## config.mk

```make
export PLATFORM = sky130hd
export DESIGN_NAME = lfsr_rx
export DESIGN_NICKNAME = d
export VERILOG_FILES = /design/src/rtl/lfsr_rx.sv
export SDC_FILE = /design/constraint.sdc
export NUM_CORES = 1
export LEC_CHECK = 0
export CAP_MARGIN = 20
export CORE_MARGIN = 2
export CORE_UTILIZATION = 35
export DETAILED_ROUTE_END_ITERATION = 10
export PLACE_DENSITY = 0.7
export SLEW_MARGIN = 0
export SYNTH_ARGS = -nofsm -noshare
export SYNTH_HDL_FRONTEND = slang
export SYNTH_SLANG_ARGS = --single-unit
```

## constraint.sdc

```tcl
create_clock -name clk -period 1.95 [get_ports clk]
set_input_delay 0.585 -clock clk [delete_from_list [all_inputs] [get_ports clk]]
set_output_delay 0.585 -clock clk [all_outputs]
set_load 0.01 [all_outputs]
```

## src/rtl/lfsr_rx.sv

```systemverilog
// Framed LFSR stream decryptor: length byte, payload, XOR checksum, 9-bit keystream.
// Define LFSR_RX_TIMEOUT_EN to abort frames after TIMEOUT_CYCLES idle cycles.
module lfsr_rx #(
    parameter int TIMEOUT_CYCLES = 64
) (
    input  logic       clk,
    input  logic       reset,
    input  logic [7:0] key,
    input  logic [2:0] tap,
    input  logic [7:0] in_byte,
    input  logic       in_en,
    input  logic       start,
    input  logic       stop,
    output logic [7:0] out_byte,
    output logic       out_en,
    output logic       busy,
    output logic       frame_done,
    output logic       frame_ok,
    output logic       frame_err
);

    // state  | meaning
    // S_IDLE | waiting for start; input bytes ignored
    // S_LEN  | expecting the length byte
    // S_DATA | expecting payload bytes, count_q still to come
    // S_SUM  | expecting the checksum byte
    typedef enum logic [1:0] {S_IDLE, S_LEN, S_DATA, S_SUM} state_t;

    state_t     state_q;
    logic [8:0] lfsr_q;
    logic [7:0] count_q;
    logic [7:0] sum_q;
    logic [7:0] out_byte_q;
    logic       out_en_q;
    logic       busy_q;
    logic       frame_done_q;
    logic       frame_ok_q;
    logic       frame_err_q;

    logic [8:0] lfsr_d;
    logic [7:0] plain;
    logic       timeout_hit;
    logic       abort;

    assign plain  = in_byte ^ lfsr_q[7:0];
    assign lfsr_d = {lfsr_q[7:0], lfsr_q[tap] ^ lfsr_q[8]};
    assign abort  = stop | timeout_hit;

`ifdef LFSR_RX_TIMEOUT_EN
    localparam int TW = $clog2(TIMEOUT_CYCLES + 1);
    logic [TW-1:0] idle_q;

    // Down-counter reloads on activity; terminal count 1 on an idle cycle aborts.
    assign timeout_hit = busy_q && !in_en && (idle_q == TW'(1));

    always_ff @(posedge clk) begin
        if (reset) begin
            idle_q <= '0;
        end else if ((state_q == S_IDLE && start) || (busy_q && in_en)) begin
            idle_q <= TW'(TIMEOUT_CYCLES);
        end else if (busy_q && idle_q != '0) begin
            idle_q <= idle_q - TW'(1);
        end
    end
`else
    // Without the timer a frame waits indefinitely; the parameter is inert.
    assign timeout_hit = (TIMEOUT_CYCLES < 0);
`endif

    always_ff @(posedge clk) begin
        if (reset) begin
            state_q      <= S_IDLE;
            lfsr_q       <= '0;
            count_q      <= '0;
            sum_q        <= '0;
            out_byte_q   <= '0;
            out_en_q     <= 1'b0;
            busy_q       <= 1'b0;
            frame_done_q <= 1'b0;
            frame_ok_q   <= 1'b0;
            frame_err_q  <= 1'b0;
        end else begin
            out_en_q     <= 1'b0;
            frame_done_q <= 1'b0;
            frame_err_q  <= 1'b0;
            if (state_q == S_IDLE) begin
                if (start) begin
                    lfsr_q     <= {1'b0, key};
                    sum_q      <= '0;
                    frame_ok_q <= 1'b0;
                    busy_q     <= 1'b1;
                    state_q    <= S_LEN;
                end
            end else if (abort) begin
                state_q     <= S_IDLE;
                busy_q      <= 1'b0;
                frame_err_q <= 1'b1;
            end else if (in_en) begin
                lfsr_q <= lfsr_d;
                case (state_q)
                    S_LEN: begin
                        count_q <= plain;
                        state_q <= (plain == 8'd0) ? S_SUM : S_DATA;
                    end
                    S_DATA: begin
                        out_byte_q <= plain;
                        out_en_q   <= 1'b1;
                        sum_q      <= sum_q ^ plain;
                        count_q    <= count_q - 8'd1;
                        if (count_q == 8'd1) state_q <= S_SUM;
                    end
                    S_SUM: begin
                        frame_done_q <= 1'b1;
                        frame_ok_q   <= (plain == sum_q);
                        busy_q       <= 1'b0;
                        state_q      <= S_IDLE;
                    end
                    default: state_q <= S_IDLE;
                endcase
            end
        end
    end

    assign out_byte   = out_byte_q;
    assign out_en     = out_en_q;
    assign busy       = busy_q;
    assign frame_done = frame_done_q;
    assign frame_ok   = frame_ok_q;
    assign frame_err  = frame_err_q;

endmodule
```

* Yosys cells after proc, flatten, opt, wreduce, memory -nomap -nowiden *
Cells that the tools add are included.

word-level totals
  register bits after elaboration = 40
  input bits = 24
  output and inout bits = 13

cells by class
  add/sub/neg operators = 1
  $lt $le $gt $ge = 1
  eq/ne operators = 8
  mux-type cells = 32
  bitwise operators = 6
  reductions and logical operators = 17

operators with widths
  kind                                                   number
  2-to-1 mux 8 bit                                       5
  2-to-1 mux 9 bit                                       4
  case mux 8 bit (2 select lines)                        1
  AND reduction 4 bit                                    4
  bitwise XOR 8 bit                                      2
  2-to-1 mux 1 bit                                       15
  2-to-1 mux 2 bit                                       5
  AND reduction 3 bit                                    3
  equality test 8 x 1 -> 1 bit, second input constant    1
  equality test 8 bit                                    1
  zero test 8 bit                                        1
  nonzero test 2 bit                                     4
  subtractor 8 x 1 -> 8 bit, second input constant       1
  nonzero test 3 bit                                     2
  < comparator 3 x 5 -> 1 bit, second input constant     1
  equality test 2 bit, second input constant             2
  inequality test 4 bit, second input constant           1
  case mux 2 bit (2 select lines)                        1
  OR reduction 4 bit                                     1
  binary-select mux 1 bit (select 3 bit)                 1
  NOT 1 bit                                              3
  equality test 2 x 1 -> 1 bit, second input constant    1
  zero test 2 bit                                        1
  inequality test 2 x 1 -> 1 bit, second input constant  1
  3 further kinds                                        3

* Longest topological paths before layout *
  word-level depth = 7
  depth in mapped cells = 9

* Worst setup path after synthesis *
Ideal clock, no wire load.

  path type = register -> register
  start = register state_q[0]
  end = register frame_ok_q (netlist: frame_ok)
  setup time = 0.087 ns
  data arrival time = 1.863 ns
  data required time = 1.863 ns
  path slack = 0.000 ns
  cell stages (with the launch flop) = 8
  buffers on the path = 2
  period minus slack after synthesis = 1.950 ns
  cell sequence = dfxtp_1 -> inv_1 -> ha_1 -> buf_6 -> or3b_1 -> buf_2 -> or4_1 -> o31ai_1

between the ends
  cells in the longest elaborated chain, start to end = 3
  elaborated cells between the ends (all ways) = 8
  those cells by class = 3 x eq/ne; 1 x mux; 4 x reduce/logical

ends and longest elaborated chain
  what                                                               line     source
  start, declared                                                    29       state_t state_q;
  start signal, assigned                                             103      state_q <= (plain == 8'd0) ? S_SUM : S_DATA;
  equality test 2 bit or zero test 2 bit (tied branches)             100, 86
  nonzero test 2 bit (no source line), or another cell as far along  n/a
  AND reduction 4 bit (no source line)                               n/a
  end signal, assigned                                               114      frame_ok_q <= (plain == sum_q);
  end, declared                                                      37       logic frame_ok_q;

Several ways; a longest one is shown, not always the timed one.
A chain may end at the register's enable or synchronous reset.

* Worst setup path after layout *
  start = register state_q[1]
  end = register count_q[5]

between the ends
  cells in the longest elaborated chain, start to end = 3
  elaborated cells between the ends (all ways) = 7
  those cells by class = 2 x eq/ne; 1 x mux; 1 x bitwise; 3 x reduce/logical

ends and longest elaborated chain
  what                                                              line  source
  equality test 2 bit, or another cell as far along                 100   case (state_q)
  nonzero test 2 bit (no source line) or NOT 1 bit (tied branches)  n/a
  AND reduction 4 bit (no source line)                              n/a
  end signal, assigned                                              102   count_q <= plain;
  end signal, assigned                                              109   count_q <= count_q - 8'd1;
  end, declared                                                     31    logic [7:0] count_q;

Several ways; a longest one is shown, not always the timed one.

==> results.md <==
* Outcome: finished, final reports clean
* Vias post-DR at 2026
* Hpwl dp at 4.19 mm
* Critical Path Fanout Max at 17
* Global-route wire length before repair at 9.01 mm
* Max VDD drop at 0.334 mV
* Area of the core at 0.00592 mm^2
* Sequential cell area at 803 um^2
* Share of cells above drive strength 1 at 0.197
* Ports at 37
* CP max stage cell: dfxtp_2
* EDFF count, synth at 0
* Clk sinks at 40
* Remaining DRCs at 0
* Max Freq at 544 MHz
* Area delta synth->final at 39.1%
* Setup_tns at 0 ns
* Vias/cell at 5.26
* Slew headroom at 0.782
* # setup viols final at 0
* Final RePlAce weighted congestion at 0.844
* DRT Pass-1 Iters at 4
* Sequential area share after synthesis at 0.375
* IO buf count at 36
* Largest stage delay, worst path at 0.34 ns
* Post-Route Skew at 0.00577 ns
* RSZ-0062 raised after global routing: no
* Die W at 82.1 um
* Longest Clk Path Bufs at 2
* Grt total ovfl at 0
* Max Cap Viol at 0
* Initial antenna violation count at 0
* Crit path cell chain: inv_1 -> ha_1 -> buf_4 -> nor4bb_1 -> buf_4 -> buf_4 -> a21oi_1 -> a211oi_1
* Placement Rows at 28
* Hold crit path type: reg -> reg
* Initial DRC Count at 90
* Cts bufs inserted at 5
* R2r endpoint: count_q[5]
* Startpoint types: flip-flop
* R2R cell count at 8
* Crit Path Class: reg -> reg
* Final period utilization at 0.942
* Pwr Density at 727 mW/mm^2
* GRT Overall Usage at 0.176
* # nets final at 339
* CTS tree: yes
* Clk root buf: clkbuf_8
* Worst Hold Slack at 0.485 ns
* Required time worst endpoint at 2.16 ns
* Die height at 82.1 um
* Largest net degree at the start of global routing at 31
* Clock Latency Late Sink at 0.29 ns
* Initial Utilization at 0.360
* Setup crit start: state_q[1]
* Crit path time final at 1.84 ns
* Avg Inst Size Synth at 8.93 um^2
* Worst-margin pin slew at 0.328 ns
* Number of global-route vias before repair at 1899
* Post-synth net total at 269
* H-tree depth at 2
* Pins Over Slew Limit at 0
* Multi-input gate area at 0.00125 mm^2
* Inst Count DP at 376
* R2R Path Start: state_q[1]
* Fillers at 566
* Die area at 0.00674 mm^2
* Fraction of registers with async set/reset at 0
* Critical Path AT at 2.05 ns
* Leakage at 1.12 nW
* Layout Cells excl Fill at 385
* Average wire per standard cell at 14.3 um
* Synthesis Warnings at 0
* Clock slew at reported path FFs at 0.08 ns
* Prevailing post-synth register cell: dfxtp_1
* Syn Std Cell Area at 0.00213 mm^2
* Synth unique cells at 43
* Final antenna diode count at 0
* WL final at 5.52 mm
* Antenna-violating nets left at 0
* Final hold viol count at 0
* Post-synthesis cell count at 239
* Flop-to-flop setup slack at 0.11 ns
* Seq cells post-synth at 40
* CP dominant cell by count: buf_4
* CP Capture Type: flip-flop
* End of the critical path: count_q[5]
-- worst max-delay path: cells and delay by family, from the launching register on --
family | cells | cell delay, ns
buf+inv | 4 | 0.62
flops | 1 | 0.34
compound gates | 2 | 0.31
simple gates | 1 | 0.29
fa+ha+maj | 1 | 0.20
-- through the flow --
step | setup slack, ns | area [um^2] | total power [mW] | utilization
finish | 0.113 | 2970 | 2.16 | 0.501
global route | 0.000177 | 2970 | 2.27 | 0.501
CTS | 0.0307 | 2950 | 2.17 | 0.498
detailed placement | -0.391 | 2840 | 1.58 | 0.480
global placement | -0.350 | 2840 | 1.58 | 0.480
floorplan | 0.0344 | 2130 | 1.27 | -
-- logic make-up after synthesis --
family          after synthesis  synth area share
simple gates                 66             0.158
mux                          10            0.0587
flops                        40             0.375
compound gates               73             0.235
xor+xnor                     22            0.0903
fa+ha+maj                     6            0.0352
buf+inv                      22            0.0475
-- layer usage --
| layer | vias up | global-route usage | wire length (um) | share of wire |
|---|---|---|---|---|
| met1 | 946 | 0.227 | 2560 | 0.46 |
| met4 | 0 | 0.0633 | 107 | 0.019 |
| met5 | - | 0 | 0 | 0 |
| li1 | 1021 | - | - | - |
| met3 | 8 | 0.0396 | 246 | 0.045 |
| met2 | 51 | 0.289 | 2610 | 0.47 |
-- worst min-delay path by stage --
stage,start,end,slack (ns),cells past startpoint
6_report,count_q[6],count_q[6],0.48,2
5_1_grt,count_q[6],count_q[6],0.50,2
3_5_place_dp,count_q[6],count_q[6],0.47,2
4_1_cts,count_q[6],count_q[6],0.48,2
2_1_floorplan,count_q[6],count_q[6],0.44,2
3_3_place_gp,count_q[6],count_q[6],0.46,2
-- layout by cell type (no fill, tap or decap), drive strengths merged, types with 2 or more instances in the layout --
master          n
nand3           6
buf            41
nand4           2
mux4            2
nor2           24
or3             2
clkdlybuf4s50  33
nand3b          3
a22oi           2
o211ai          2
a211oi         19
o22ai           2
inv             8
xor2            8
nand2          16
o31a            3
dlygate4sd2     2
or3b            2
o32ai           3
ha              6
clkinv          2
mux2i           8
or4             2
o21ai           9
o31ai           2
xnor2          14
a311oi          9
nor2b           2
clkbuf          6
a21oi          18
dfxtp          40
-- cell type report --
class / instances / area share
Multi-Input combinational cell: 177 / 0.423
Sequential cell: 40 / 0.271
Timing Repair Buffer: 77 / 0.234
Tap cell: 75 / 0.0316
Clock buffer: 6 / 0.0278
Inverter: 8 / 0.0101
Clock inverter: 2 / 0.00337
-- Yosys cell counts (2+ instances only) --
master     n  share of area
nor2b_1    2         0.0059
o31ai_1    2         0.0070
clkbuf_1   8          0.014
xnor2_1   14          0.057
nand3_1    6          0.014
o21ai_0    9          0.021
mux2i_1    8          0.038
a311oi_1   9          0.037
xor2_1     8          0.033
buf_2      3         0.0070
a22oi_1    2         0.0070
o32ai_1    3          0.012
o31a_1     3          0.012
a21oi_1   18          0.042
nor2_2     2         0.0059
dfxtp_1   40           0.38
o211ai_1   2         0.0070
a211oi_1  19          0.067
nand3b_1   3          0.011
nor2_1    22          0.039
nand2_1   16          0.028
buf_4      2         0.0070
nand4_1    2         0.0059
inv_1      8          0.014
mux4_2     2          0.021
or3_1      2         0.0059
o22ai_1    2         0.0059
ha_1       6          0.035
or4_1      2         0.0070
-- flip-flops by register name, summed over array words and instances (netlist names) --
signal	count
busy	1
count_q	8
frame_done	1
frame_err	1
frame_ok	1
lfsr_q	9
out_byte	8
out_en	1
state_q	2
sum_q	8
-- where the power goes --
part           leakage, nW  switching [mW]  internal [mW]
registers            0.326          0.0557          0.859
clock network       0.0510           0.294          0.282
logic                0.739           0.316          0.349
total                 1.12           0.665           1.49
-- what timing repair did --
item | in CTS | in global routing
buffers inserted | 1 | 0
setup endpoints to repair | 13 | 7
hold buffers | 0 | 0
gates resized for setup | 4 | 4
pin swaps | 3 | 3
Note: power is estimated with default switching activity, not from simulation.
